### src/rtl/i2c_scl_gen.sv
// Open-drain SCL generator built from four programmable quarter-periods, with slave
// clock stretching, stretch timeout and single-cycle phase strobes for the I2C master.
module i2c_scl_gen #(
    parameter int CNT_W       = 16,
    parameter int DEFAULT_DIV = 250,
    parameter int TO_W        = 20
) (
    input  logic             clk,
    input  logic             rst,
    input  logic             en,
    input  logic [CNT_W-1:0] div_q,
    input  logic [TO_W-1:0]  to_cycles,
    input  logic             scl_in,
    output logic             scl_oe,
    output logic             tick_low_mid,
    output logic             tick_rise,
    output logic             tick_high_mid,
    output logic             tick_fall,
    output logic             stretching,
    output logic             timeout,
    output logic             busy,
    output logic [2:0]       dbg_state
);

    typedef enum logic [2:0] {
        S_IDLE = 3'd0,
        S_Q0   = 3'd1,
        S_Q1   = 3'd2,
        S_Q2   = 3'd3,
        S_Q3   = 3'd4
    } state_t;

    state_t           state_q, state_d;
    logic [CNT_W-1:0] qcnt_q, qcnt_d;
    logic [CNT_W-1:0] div_lat_q, div_lat_d;
    logic [CNT_W-1:0] div_new;
    logic [TO_W-1:0]  tcnt_q, tcnt_d;
    logic             risen_q, risen_d;
    logic             sync1_q, scl_s_q;
    logic             low_mid_q, low_mid_d;
    logic             high_mid_q, high_mid_d;
    logic             fall_q, fall_d;
    logic             q_end;
    logic             stretch_c;
    logic             to_hit;

    // risen_q remembers that SCL was seen high in this Q2, so later dips are not a new stretch.
    assign div_new   = (div_q == '0) ? CNT_W'(1) : div_q;
    assign q_end     = (qcnt_q == '0);
    assign stretch_c = (state_q == S_Q2) && !risen_q && !scl_s_q;
    assign to_hit    = (to_cycles != '0) &&
                       (({1'b0, tcnt_q} + 1'b1) == {1'b0, to_cycles});

    always_ff @(posedge clk) begin
        if (rst) begin
            state_q    <= S_IDLE;
            qcnt_q     <= '0;
            div_lat_q  <= CNT_W'(DEFAULT_DIV);
            tcnt_q     <= '0;
            risen_q    <= 1'b0;
            sync1_q    <= 1'b1;
            scl_s_q    <= 1'b1;
            low_mid_q  <= 1'b0;
            high_mid_q <= 1'b0;
            fall_q     <= 1'b0;
        end else begin
            state_q    <= state_d;
            qcnt_q     <= qcnt_d;
            div_lat_q  <= div_lat_d;
            tcnt_q     <= tcnt_d;
            risen_q    <= risen_d;
            sync1_q    <= scl_in;
            scl_s_q    <= sync1_q;
            low_mid_q  <= low_mid_d;
            high_mid_q <= high_mid_d;
            fall_q     <= fall_d;
        end
    end

    always_comb begin
        state_d    = state_q;
        qcnt_d     = q_end ? qcnt_q : qcnt_q - 1'b1;
        div_lat_d  = div_lat_q;
        tcnt_d     = '0;
        risen_d    = risen_q;
        low_mid_d  = 1'b0;
        high_mid_d = 1'b0;
        fall_d     = 1'b0;
        case (state_q)
            S_IDLE: begin
                qcnt_d  = '0;
                risen_d = 1'b0;
                if (en) begin
                    state_d   = S_Q0;
                    div_lat_d = div_new;
                    qcnt_d    = div_new - 1'b1;
                end
            end
            S_Q0: begin
                if (q_end) begin
                    state_d   = S_Q1;
                    qcnt_d    = div_lat_q - 1'b1;
                    low_mid_d = 1'b1;
                end
            end
            S_Q1: begin
                if (q_end) begin
                    state_d = S_Q2;
                    qcnt_d  = div_lat_q - 1'b1;
                    risen_d = 1'b0;
                end
            end
            S_Q2: begin
                if (stretch_c) begin
                    qcnt_d = qcnt_q;
                    tcnt_d = tcnt_q + 1'b1;
                    if (to_hit) begin
                        state_d = S_IDLE;
                        qcnt_d  = '0;
                        tcnt_d  = '0;
                    end
                end else begin
                    risen_d = 1'b1;
                    if (q_end) begin
                        state_d    = S_Q3;
                        qcnt_d     = div_lat_q - 1'b1;
                        risen_d    = 1'b0;
                        high_mid_d = 1'b1;
                    end
                end
            end
            S_Q3: begin
                // SCL dips here belong to another master and are deliberately ignored.
                if (q_end) begin
                    if (en) begin
                        state_d   = S_Q0;
                        div_lat_d = div_new;
                        qcnt_d    = div_new - 1'b1;
                        fall_d    = 1'b1;
                    end else begin
                        state_d = S_IDLE;
                        qcnt_d  = '0;
                    end
                end
            end
            default: begin
                state_d = S_IDLE;
                qcnt_d  = '0;
            end
        endcase
    end

    always_comb begin
        scl_oe        = (state_q == S_Q0) || (state_q == S_Q1);
        tick_low_mid  = low_mid_q;
        tick_rise     = (state_q == S_Q2) && !risen_q && scl_s_q;
        tick_high_mid = high_mid_q;
        tick_fall     = fall_q;
        stretching    = stretch_c;
        timeout       = stretch_c && to_hit;
        busy          = (state_q != S_IDLE);
        dbg_state     = state_q;
    end

endmodule
### config.mk
export PLATFORM = sky130hd
export DESIGN_NAME = i2c_scl_gen
export DESIGN_NICKNAME = d
export VERILOG_FILES = /design/src/rtl/i2c_scl_gen.sv
export SDC_FILE = /design/constraint.sdc
export NUM_CORES = 1
export LEC_CHECK = 0
export CAP_MARGIN = 20
export CORE_MARGIN = 4
export CORE_UTILIZATION = 49
export DETAILED_ROUTE_END_ITERATION = 10
export PLACE_DENSITY_LB_ADDON = 0.08
export SKIP_CTS_REPAIR_TIMING = 1
export SYNTH_ARGS = -nofsm -noshare
export SYNTH_HDL_FRONTEND = slang
export SYNTH_SLANG_ARGS = --single-unit
### constraint.sdc
create_clock -name clk -period 2.72 [get_ports clk]
set_input_delay 0.272 -clock clk [delete_from_list [all_inputs] [get_ports clk]]
set_output_delay 0.272 -clock clk [all_outputs]
set_load 0.02 [all_outputs]
==> reports/summary.txt, run 1 <==
delay-heaviest family, CP = simple AND/OR/NAND/NOR gates
Final HPWL DP = 9.68 mm
WP data arrival = 2.66 ns
cells after synthesis = 574
CP Launch Type = flip-flop
crit-path cells = buf_4 > nand4_1 > buf_4 > nor4_4 > xor2_1 > o21a_1 > nor4_2 > nand4_1 > nor4_2 > buf_4
Seq/Total Area, Yosys = 0.285
yosys warns = 0
Final ANT Viol Nets = 0
Row Count = 33
CTS sink count = 61
first-pass GRT wire length = 20.4 mm
max-cap viol count = 0
syn_area_per_cell = 7.45 µm²
P_sw = 2.01 mW
Tightest Hold Check Type = flip-flop to flip-flop
Area contributors post-synth = dfxtp_1 (29%), xnor2_1 (11%), nand2_1 (7.4%)
unrepaired setup endpoints after global routing = true
DRC = 0
Setup CP Type = flip-flop to output port
initial drt markers = 273
drt first pass iters = 5
Synth area leader = dfxtp_1
Synth Flop Type = dfxtp_1
final setup fails = 1
Synth Cell Area = 4280 µm²
library cells used by synthesis = 62
CTS Buf Count = 9
routed vias/inst = 5.85
slowest CP cell = dfxtp_2
H-tree levels = 3
die width = 101 µm
Synth top area share = 0.285
maximum vdd drop = 443 µV
maximum number of pins on one net before global-route repair = 30
clock power share = 0.196
Crit path largest cell delay = 0.36 ns
P&R area growth vs syn = 37.6%
failing checks = setup timing
Final Hold Vio Count = 0
CTS tree = built
most used cell, CP = buf_4
fin. max-slew vios = 0
most instantiated cells after synthesis = nand2_1 (84), dfxtp_1 (61), nor2_1 (58), xnor2_1 (53), nor3_1 (27)
CP endpoint kind = output port
fillers = 705
PwrDens = 794 nW/µm²
die height = 101 µm
CTS max path bufs = 2
I/O Pins = 51
vias in the first global route = 4,491
number of flops mapped to enable cells by yosys = 0
Comb power frac = 0.523
via count = 4,749
Layout Nets = 747
worst skew pair latency = 0.34 ns
Starting Density = 0.513
Worst Path Required = 2.45 ns
actual slew at the worst max-slew pin = 0.681 ns
flop-to-flop setup slack = 0.13 ns
Power Internal = 2.66 mW
GP Congestion = 0.924
share of cells above drive strength 1 = 0.218
#FFs+latches synth = 61
ys async rst share = 0
sequential share of power = 0.281
Max FO, Critical Path = 5
CTS clk-pin slew, worst paths = 0.08 ns
Core ar. = 8340 µm²
period utilization = 1.08
final worst slack = -0.214 ns
CTS Root Cell = clkbuf_8
Routed Wire Length = 12.9 mm
Synth Net Count = 619
die area = 10,300 µm²
Ant. Diodes = 0
most numerous cell in the Yosys netlist = nand2_1
Buf/Inv on CP = 3
Sw Ratio = 0.431
GRT Util Overall = 0.246
min Tclk post-route = 2.93 ns
WL per Instance = 15.9 µm
initial antenna violation count = 0
relative slew slack = 0.546
leak pwr = 2.18 nW
status = finished, violations left
Fmax = 341 MHz
WHS = 0.421 ns
clock skew = 0.0133 ns
grt total ovfl = 0
Final Total Pwr = 4.68 mW
port buffer count = 50
==> placed cells by master (no fill, tap or decap), drive strengths merged, types with 2 or more instances in the layout <==
| master | synthesis | final |
|---|---|---|
| a32oi | 6 | 6 |
| nand3b | 2 | 2 |
| or4 | 8 | 8 |
| a21oi | 23 | 23 |
| nand3 | 28 | 28 |
| and3 | 5 | 5 |
| nand2 | 85 | 85 |
| o311a | 2 | 2 |
| buf | 14 | 100 |
| nor4 | 18 | 18 |
| a31oi | 8 | 8 |
| o311ai | 4 | 4 |
| o221ai | 3 | 3 |
| dfxtp | 61 | 61 |
| bufinv | 0 | 2 |
| or3 | 7 | 7 |
| or2 | 3 | 3 |
| nor2 | 58 | 58 |
| a211oi | 4 | 4 |
| nand2b | 5 | 5 |
| o31ai | 4 | 4 |
| nand4 | 14 | 14 |
| clkinv | 1 | 4 |
| nor3 | 29 | 29 |
| clkdlybuf4s50 | 0 | 49 |
| inv | 26 | 26 |
| o32ai | 8 | 8 |
| o211ai | 4 | 4 |
| o21ai | 18 | 18 |
| ha | 5 | 5 |
| a21o | 2 | 2 |
| mux2i | 2 | 2 |
| o22ai | 7 | 7 |
| xnor2 | 53 | 53 |
| xor2 | 23 | 23 |
| clkbuf | 19 | 11 |
==> worst reg2reg max path, cell delays in order (launching register included) <==
cell,delay (ns)
dfxtp_2,0.36
buf_4,0.16
nand4_1,0.16
buf_4,0.19
nor4_4,0.35
xor2_1,0.14
o21a_1,0.20
nor4_2,0.14
nand4_1,0.21
buf_4,0.20
nand3_4,0.13
clkbuf_16,0.19
nor2_1,0.05
==> flip-flops by register name, summed over array words and instances, names as in the netlist <==
name and cells:
dbg_state 3, tick_fall 1, div_lat_q 16, sync1_q 1
tick_low_mid 1, risen_q 1, qcnt_q 16, tick_high_mid 1
tcnt_q 20, scl_s_q 1
==> worst paths after layout <==
kind | from | end | depth (start not counted)
worst max-delay path | tcnt_q[0]$_SDFF_PP0_ | timeout | 10
worst min-delay path | sync1_q$_SDFF_PP1_ | scl_s_q$_SDFF_PP1_ | 1
worst min register to register | sync1_q$_SDFF_PP1_ | scl_s_q$_SDFF_PP1_ | 1
worst max register to register | tcnt_q[0]$_SDFF_PP0_ | tcnt_q[19]$_SDFF_PP0_ | 12
==> area by class of cell <==
class                   count  area (µm²)  area share
multi-input cells         453        2900       0.492
inverters                  27         101      0.0172
flip-flops and latches     61        1230       0.209
clock inverters             6        86.3      0.0147
repair buffers            150        1300       0.221
well taps                 105         131      0.0223
clock buffers              10         138      0.0234
==> metrics by stage <==
| step | worst slack, ns | utilization | setup TNS, ns | cell area, µm² | std cells |
|---|---|---|---|---|---|
| floorplan | 0.0535 | - | 0 | 4290 | 574 |
| global placement | -0.443 | 0.662 | -1.28 | 5520 | 793 |
| detailed placement | -0.467 | 0.662 | -2.21 | 5520 | 793 |
| CTS | -0.849 | 0.689 | -2.65 | 5740 | 809 |
| global route | -0.410 | 0.706 | -0.410 | 5890 | 812 |
| finish | -0.214 | 0.706 | -0.214 | 5890 | 812 |
==> cells by family (layout without fill, tap and decap cells) <==
kind of cell               after synthesis  in the layout  synth area share
muxes                                    2              2           0.00468
AOI/OAI and AO/OA                      101            101             0.160
buffers and inverters                   60            193            0.0617
adders and majority gates                5              5            0.0146
DFF                                     61             61             0.285
and+or+nand+nor                        269            269             0.318
xor gates and xnor gates                76             76             0.156
==> power by group through the flow <==
stage	sequential [mW]	clock (mW)	combinational, mW
5_1_grt	1.35	0.976	2.68
3_3_place_gp	1.31	0	2.32
6_report	1.31	0.919	2.44
3_5_place_dp	1.33	0	2.36
2_1_floorplan	1.27	0	1.70
4_1_cts	1.31	0.936	2.38
==> layer usage <==
layer / vias to the layer above / part of all wire / track usage / routed length, µm
met1: 2213 / 0.41 / 0.286 / 5270
met5: - / 0 / 0 / 0
li1: 2298 / - / - / -
met4: 0 / 0.029 / 0.100 / 371
met2: 197 / 0.51 / 0.449 / 6560
met3: 41 / 0.054 / 0.0331 / 695
(Power assumes the default switching activity.)
==> inputs of run 2 (changes only) <==
--- a/config.mk
+++ b/config.mk
@@ -8,8 +8,10 @@
 export CAP_MARGIN = 20
 export CORE_MARGIN = 4
 export CORE_UTILIZATION = 49
+export CTS_CLUSTER_DIAMETER = 100
 export DETAILED_ROUTE_END_ITERATION = 10
 export PLACE_DENSITY_LB_ADDON = 0.08
+export RECOVER_POWER = 50
 export SKIP_CTS_REPAIR_TIMING = 1
 export SYNTH_ARGS = -nofsm -noshare
 export SYNTH_HDL_FRONTEND = slang
==> reports/summary.txt, run 2 (same netlist as run 1, synthesis figures left out) <==
status = finished, violations left
failing checks = setup timing
max FFs per register = 20 (unchanged)
worst skew pair latency = 0.34 ns (about the same)
first-pass GRT wire length = 20.4 mm (unchanged)
Ant. Diodes = 0 (unchanged)
Starting Density = 0.513 (unchanged)
Final ANT Viol Nets = 0 (unchanged)
leak pwr = 2.19 nW (+0.59%)
maximum number of pins on one net before global-route repair = 30 (unchanged)
unrepaired setup endpoints after global routing = true
fin. max-slew vios = 0 (unchanged)
final setup fails = 2 (+1)
CTS max path bufs = 2 (unchanged)
P&R area growth vs syn = 37.1%
Setup CP Type = flip-flop to output port
actual slew at the worst max-slew pin = 0.856 ns (+0.175 ns)
leading cell types in the layout, fill and taps excluded = buf_4 (91), nand2_1 (83), nor2_1 (57)
Row Count = 33 (unchanged)
dpl cell area = 5520 µm² (unchanged)
maximum vdd drop = 441 µV (-0.30%)
CP endpoint kind = output port
CTS Buf Count = 9 (unchanged)
routed vias/inst = 5.81 (-0.59%)
H-tree levels = 3 (unchanged)
vias in the first global route = 4,491 (unchanged)
die area = 10,300 µm² (unchanged)
Max FO, Critical Path = 5 (unchanged)
Final HPWL DP = 9.68 mm (unchanged)
Final Hold Vio Count = 0 (unchanged)
Core ar. = 8340 µm² (unchanged)
Layout Nets = 747 (unchanged)
PwrDens = 787 nW/µm² (-0.93%)
period utilization = 1.08 (+0.00125)
most common cell after layout, fill and taps aside = buf_4
via count = 4,721 (-0.59%)
grt total ovfl = 0 (unchanged)
relative slew slack = 0.429 (-0.117)
CTS Root Cell = clkbuf_8
initial antenna violation count = 0 (unchanged)
design area = 5870 µm² (-0.38%)
final worst slack = -0.218 ns (-0.00340 ns)
CTS sink count = 61 (unchanged)
most used cell, CP = buf_4
die height = 101 µm (unchanged)
clock skew = 0.0155 ns (+0.00227 ns)
port buffer count = 50 (unchanged)
Routed Wire Length = 12.9 mm (+0.16%)
max-cap viol count = 0 (unchanged)
GRT Util Overall = 0.246 (unchanged)
Worst Path Required = 2.45 ns (about the same)
share of cells above drive strength 1 = 0.212 (-0.00566)
WL per Instance = 15.9 µm (+0.16%)
Final Total Pwr = 4.62 mW (-1.3%)
Tightest Hold Check Type = flip-flop to flip-flop
Largest regs = tcnt_q x20, div_lat_q x16, qcnt_q x16
min Tclk post-route = 2.94 ns (+0.00340 ns)
Crit path largest cell delay = 0.36 ns (about the same)
CTS tree = built
Fmax = 340 MHz (-0.12%)
initial drt markers = 259 (-5.1%)
DRC = 0 (unchanged)
setup TNS = -0.282 ns (-0.0676 ns)
WP data arrival = 2.67 ns (about the same)
Biggest register = tcnt_q
CTS clk-pin slew, worst paths = 0.08 ns (about the same)
drt first pass iters = 7 (+2)
slowest CP cell = dfxtp_2
CP Launch Type = flip-flop
crit-path cells = buf_4 > nand4_1 > buf_4 > nor4_4 > xor2_1 > o21a_1 > nor4_2 > nand4_1 > nor4_2 > buf_4
I/O Pins = 51 (unchanged)
die width = 101 µm (unchanged)
GP Congestion = 0.924 (unchanged)
[run 2: path summary, 6_finish.rpt]
kind                                           endpoint  cells after the start              startpoint  slack, ns
worst max-delay path                            timeout                     10    tcnt_q[0]$_SDFF_PP0_      -0.22
worst min-delay path                 scl_s_q$_SDFF_PP1_                      1      sync1_q$_SDFF_PP1_       0.42
worst max register to register  qcnt_q[13]$_SDFFE_PP0N_                     10  qcnt_q[2]$_SDFFE_PP0N_      -0.06
worst min register to register       scl_s_q$_SDFF_PP1_                      1      sync1_q$_SDFF_PP1_       0.42
[run 2: cell type report]
cell class	instances	area, µm²
inverters	27	101
fillers	716	2470
clock buffers	10	138
flip-flops and latches	61	1230
multi-input cells	453	2890
repair buffers	150	1280
well taps	105	131
clock inverters	6	86.3
[run 2: critical path: cells and delay by family, from the launching register on]
kind,cells,cell delay (ns)
simple gates,5,1.10
buf+inv,3,0.53
compound gates,1,0.20
flops,1,0.36
xor+xnor,1,0.14
[run 2: through the flow]
| stage | worst slack (ns) | hold WS (ns) | instances | util |
|---|---|---|---|---|
| global placement | -0.443 | 0.399 | 793 | 0.662 |
| detailed placement | -0.467 | 0.406 | 793 | 0.662 |
| floorplan | 0.0535 | 0.376 | 574 | - |
| CTS | -0.849 | 0.422 | 809 | 0.689 |
| global route | -0.410 | 0.443 | 812 | 0.703 |
| finish | -0.218 | 0.421 | 812 | 0.703 |
[run 2: layer usage]
metal  GRT usage  routed length, µm  vias up
met4       0.100                363        0
met2       0.449               6600      174
li1            -                  -     2300
met3      0.0331                663       33
met5           0                  0        -
met1       0.286               5290     2214
[run 2: where the power goes]
part,total (mW),leakage (nW),switching [mW],internal (mW)
Sequential,1.32,0.501,0.231,1.08
Combinational,2.38,1.58,1.40,0.975
Clock,0.925,0.112,0.385,0.539
==> inputs of run 3 (changes only) <==
==> constraint.sdc (replaced) <==
create_clock -name clk -period 2.75 [get_ports clk]
set_input_delay 0.275 -clock clk [delete_from_list [all_inputs] [get_ports clk]]
set_output_delay 0.275 -clock clk [all_outputs]
set_load 0.02 [all_outputs]
==> reports/summary.txt, run 3 (same netlist as run 1, synthesis figures left out) <==
Final Hold Vio Count = 0 (unchanged)
worst skew pair latency = 0.33 ns (about the same)
I/O Pins = 51 (unchanged)
Routed Wire Length = 12.3 mm (-4.7%)
clock skew = 0.0140 ns (-0.00150 ns)
Final ANT Viol Nets = 0 (unchanged)
P_sw = 1.95 mW (-3.3%)
Starting Density = 0.513 (unchanged)
die area = 10,300 µm² (unchanged)
WL per Instance = 15.1 µm (-4.9%)
PwrDens = 759 nW/µm² (-3.5%)
DRC = 0 (unchanged)
routed vias/inst = 5.63 (-3.2%)
Worst Path Required = 2.48 ns (+0.03 ns)
Comb power frac = 0.527 (+0.012)
CTS sink count = 61 (unchanged)
Fmax = 338 MHz
CP Launch Type = flip-flop
Tightest Hold Check Type = flip-flop to flip-flop
GP Congestion = 0.932 (+0.89%)
CTS Buf Count = 9 (unchanged)
failing checks = setup timing
Row Count = 33 (unchanged)
port buffer count = 50 (unchanged)
clock power share = 0.181 (-0.019)
final worst slack = -0.208 ns (+0.00985 ns)
die height = 101 µm (unchanged)
CTS Root Cell = clkbuf_8
status = finished, violations left
die width = 101 µm (unchanged)
maximum vdd drop = 389 µV (-12%)
dpl cell area = 5540 µm² (+0.27%)
most used routing layer = met2
GRT met3 Usage = 0.0337 (+0.000689)
grt total ovfl = 0 (unchanged)
share of cells above drive strength 1 = 0.219 (+0.00645)
Inst Count DP = 795 (+0.25%)
met2 Track Usage GR = 0.423 (-0.0267)
P&R area growth vs syn = 37.1% (unchanged)
CTS tree = built
period utilization = 1.08
GR Util met1 = 0.303 (+0.0170)
Ant. Diodes = 0 (unchanged)
min Tclk post-route = 2.96 ns
CTS clk-pin slew, worst paths = 0.07 ns (about the same)
Layout Nets = 750 (+0.40%)
final setup fails = 2 (unchanged)
via count = 4,580 (-3.0%)
Sw Ratio = 0.438 (+0.000960)
vias in the first global route = 4,391 (-2.2%)
Biggest register = tcnt_q
WP data arrival = 2.68 ns (about the same)
first-pass GRT wire length = 20.4 mm (+0.10%)
maximum number of pins on one net before global-route repair = 30 (unchanged)
unrepaired setup endpoints after global routing = true
Setup CP Type = flip-flop to output port
Final HPWL DP = 9.47 mm (-2.2%)
Non-Filler Instances = 814 (+0.25%)
GRT Util Overall = 0.246 (about the same)
actual slew at the worst max-slew pin = 0.840 ns (-0.0162 ns)
most common cell after layout, fill and taps aside = buf_4
CP endpoint kind = output port
H-tree levels = 3 (unchanged)
fin. max-slew vios = 0 (unchanged)
design area = 5870 µm² (unchanged)
initial antenna violation count = 0 (unchanged)
max FFs per register = 20 (unchanged)
max-cap viol count = 0 (unchanged)
Largest regs = tcnt_q x20, div_lat_q x16, qcnt_q x16
leading cell types in the layout, fill and taps excluded = buf_4 (95), nand2_1 (83), nor2_1 (57)
Core ar. = 8340 µm² (unchanged)
Max FO, Critical Path = 6 (+1)
initial drt markers = 275 (+6.2%)
CTS max path bufs = 2 (unchanged)
Power Internal = 2.50 mW (-3.7%)
relative slew slack = 0.440 (+0.0108)
leak pwr = 2.21 nW (+0.88%)
drt first pass iters = 5 (-2)
sequential share of power = 0.292 (+0.007)
==> run 3: cell types whose count changed in the layout (fill, tap and decap cells not counted), sizes merged <==
cell           delta
bufinv            -1
clkinv            -1
clkbuf            -1
clkdlybuf4s50     -1
buf               +5
dlygate4sd3       +1
==> run 3: worst max-delay path, stage by stage (launching register included) <==
cell and delay (ns):
dfxtp_2 0.36, ha_4 0.18, nand4_1 0.23, nor4_4 0.25
xnor2_1 0.10, a311o_1 0.28, nor4_2 0.30, nand4_1 0.21
nor4_2 0.26, buf_4 0.18
==> run 3: worst paths after layout <==
check             slack [ns]  depth (start not counted)                       to                   start
setup / recovery       -0.21                          9                  timeout    tcnt_q[1]$_SDFF_PP0_
hold / removal          0.42                          1       scl_s_q$_SDFF_PP1_      sync1_q$_SDFF_PP1_
setup reg to reg           0                         10  qcnt_q[13]$_SDFFE_PP0N_  qcnt_q[2]$_SDFFE_PP0N_
hold reg to reg         0.42                          1       scl_s_q$_SDFF_PP1_      sync1_q$_SDFF_PP1_
==> run 3: layout make-up <==
cell class / instances / area [µm²]
multi-input cells: 453 / 2910
fillers: 717 / 2470
repair buffers: 153 / 1290
flip-flops and latches: 61 / 1230
clock buffers: 11 / 151
well taps: 105 / 131
inverters: 27 / 101
clock inverters: 4 / 47.5
==> run 3: power by group through the flow <==
stage	combinational [mW]	clock [mW]	sequential (mW)
2_1_floorplan	1.68	0	1.26
3_3_place_gp	2.30	0	1.30
4_1_cts	2.34	0.824	1.29
5_1_grt	2.59	0.865	1.33
3_5_place_dp	2.32	0	1.31
6_report	2.35	0.805	1.30
==> run 3: routing by layer <==
layer | up-vias | share of wire | wire length (µm)
met3 | 27 | 0.040 | 492
met2 | 139 | 0.50 | 6210
met5 | - | 0 | 0
met1 | 2106 | 0.43 | 5290
met4 | 0 | 0.026 | 320
li1 | 2308 | - | -
==> run 3: stage by stage <==
stage | TNS [ns] | hold WS [ns] | worst slack, ns | utilization | power, mW
after global routing | -0.637 | 0.442 | -0.388 | 0.703 | 4.79
after CTS | -2.89 | 0.422 | -0.858 | 0.688 | 4.46
final | -0.211 | 0.419 | -0.208 | 0.703 | 4.45
after global placement | -1.11 | 0.399 | -0.407 | 0.664 | 3.60
after detailed placement | -2.12 | 0.404 | -0.470 | 0.664 | 3.64
after floorplan | 0 | 0.379 | 0.0805 | - | 2.94
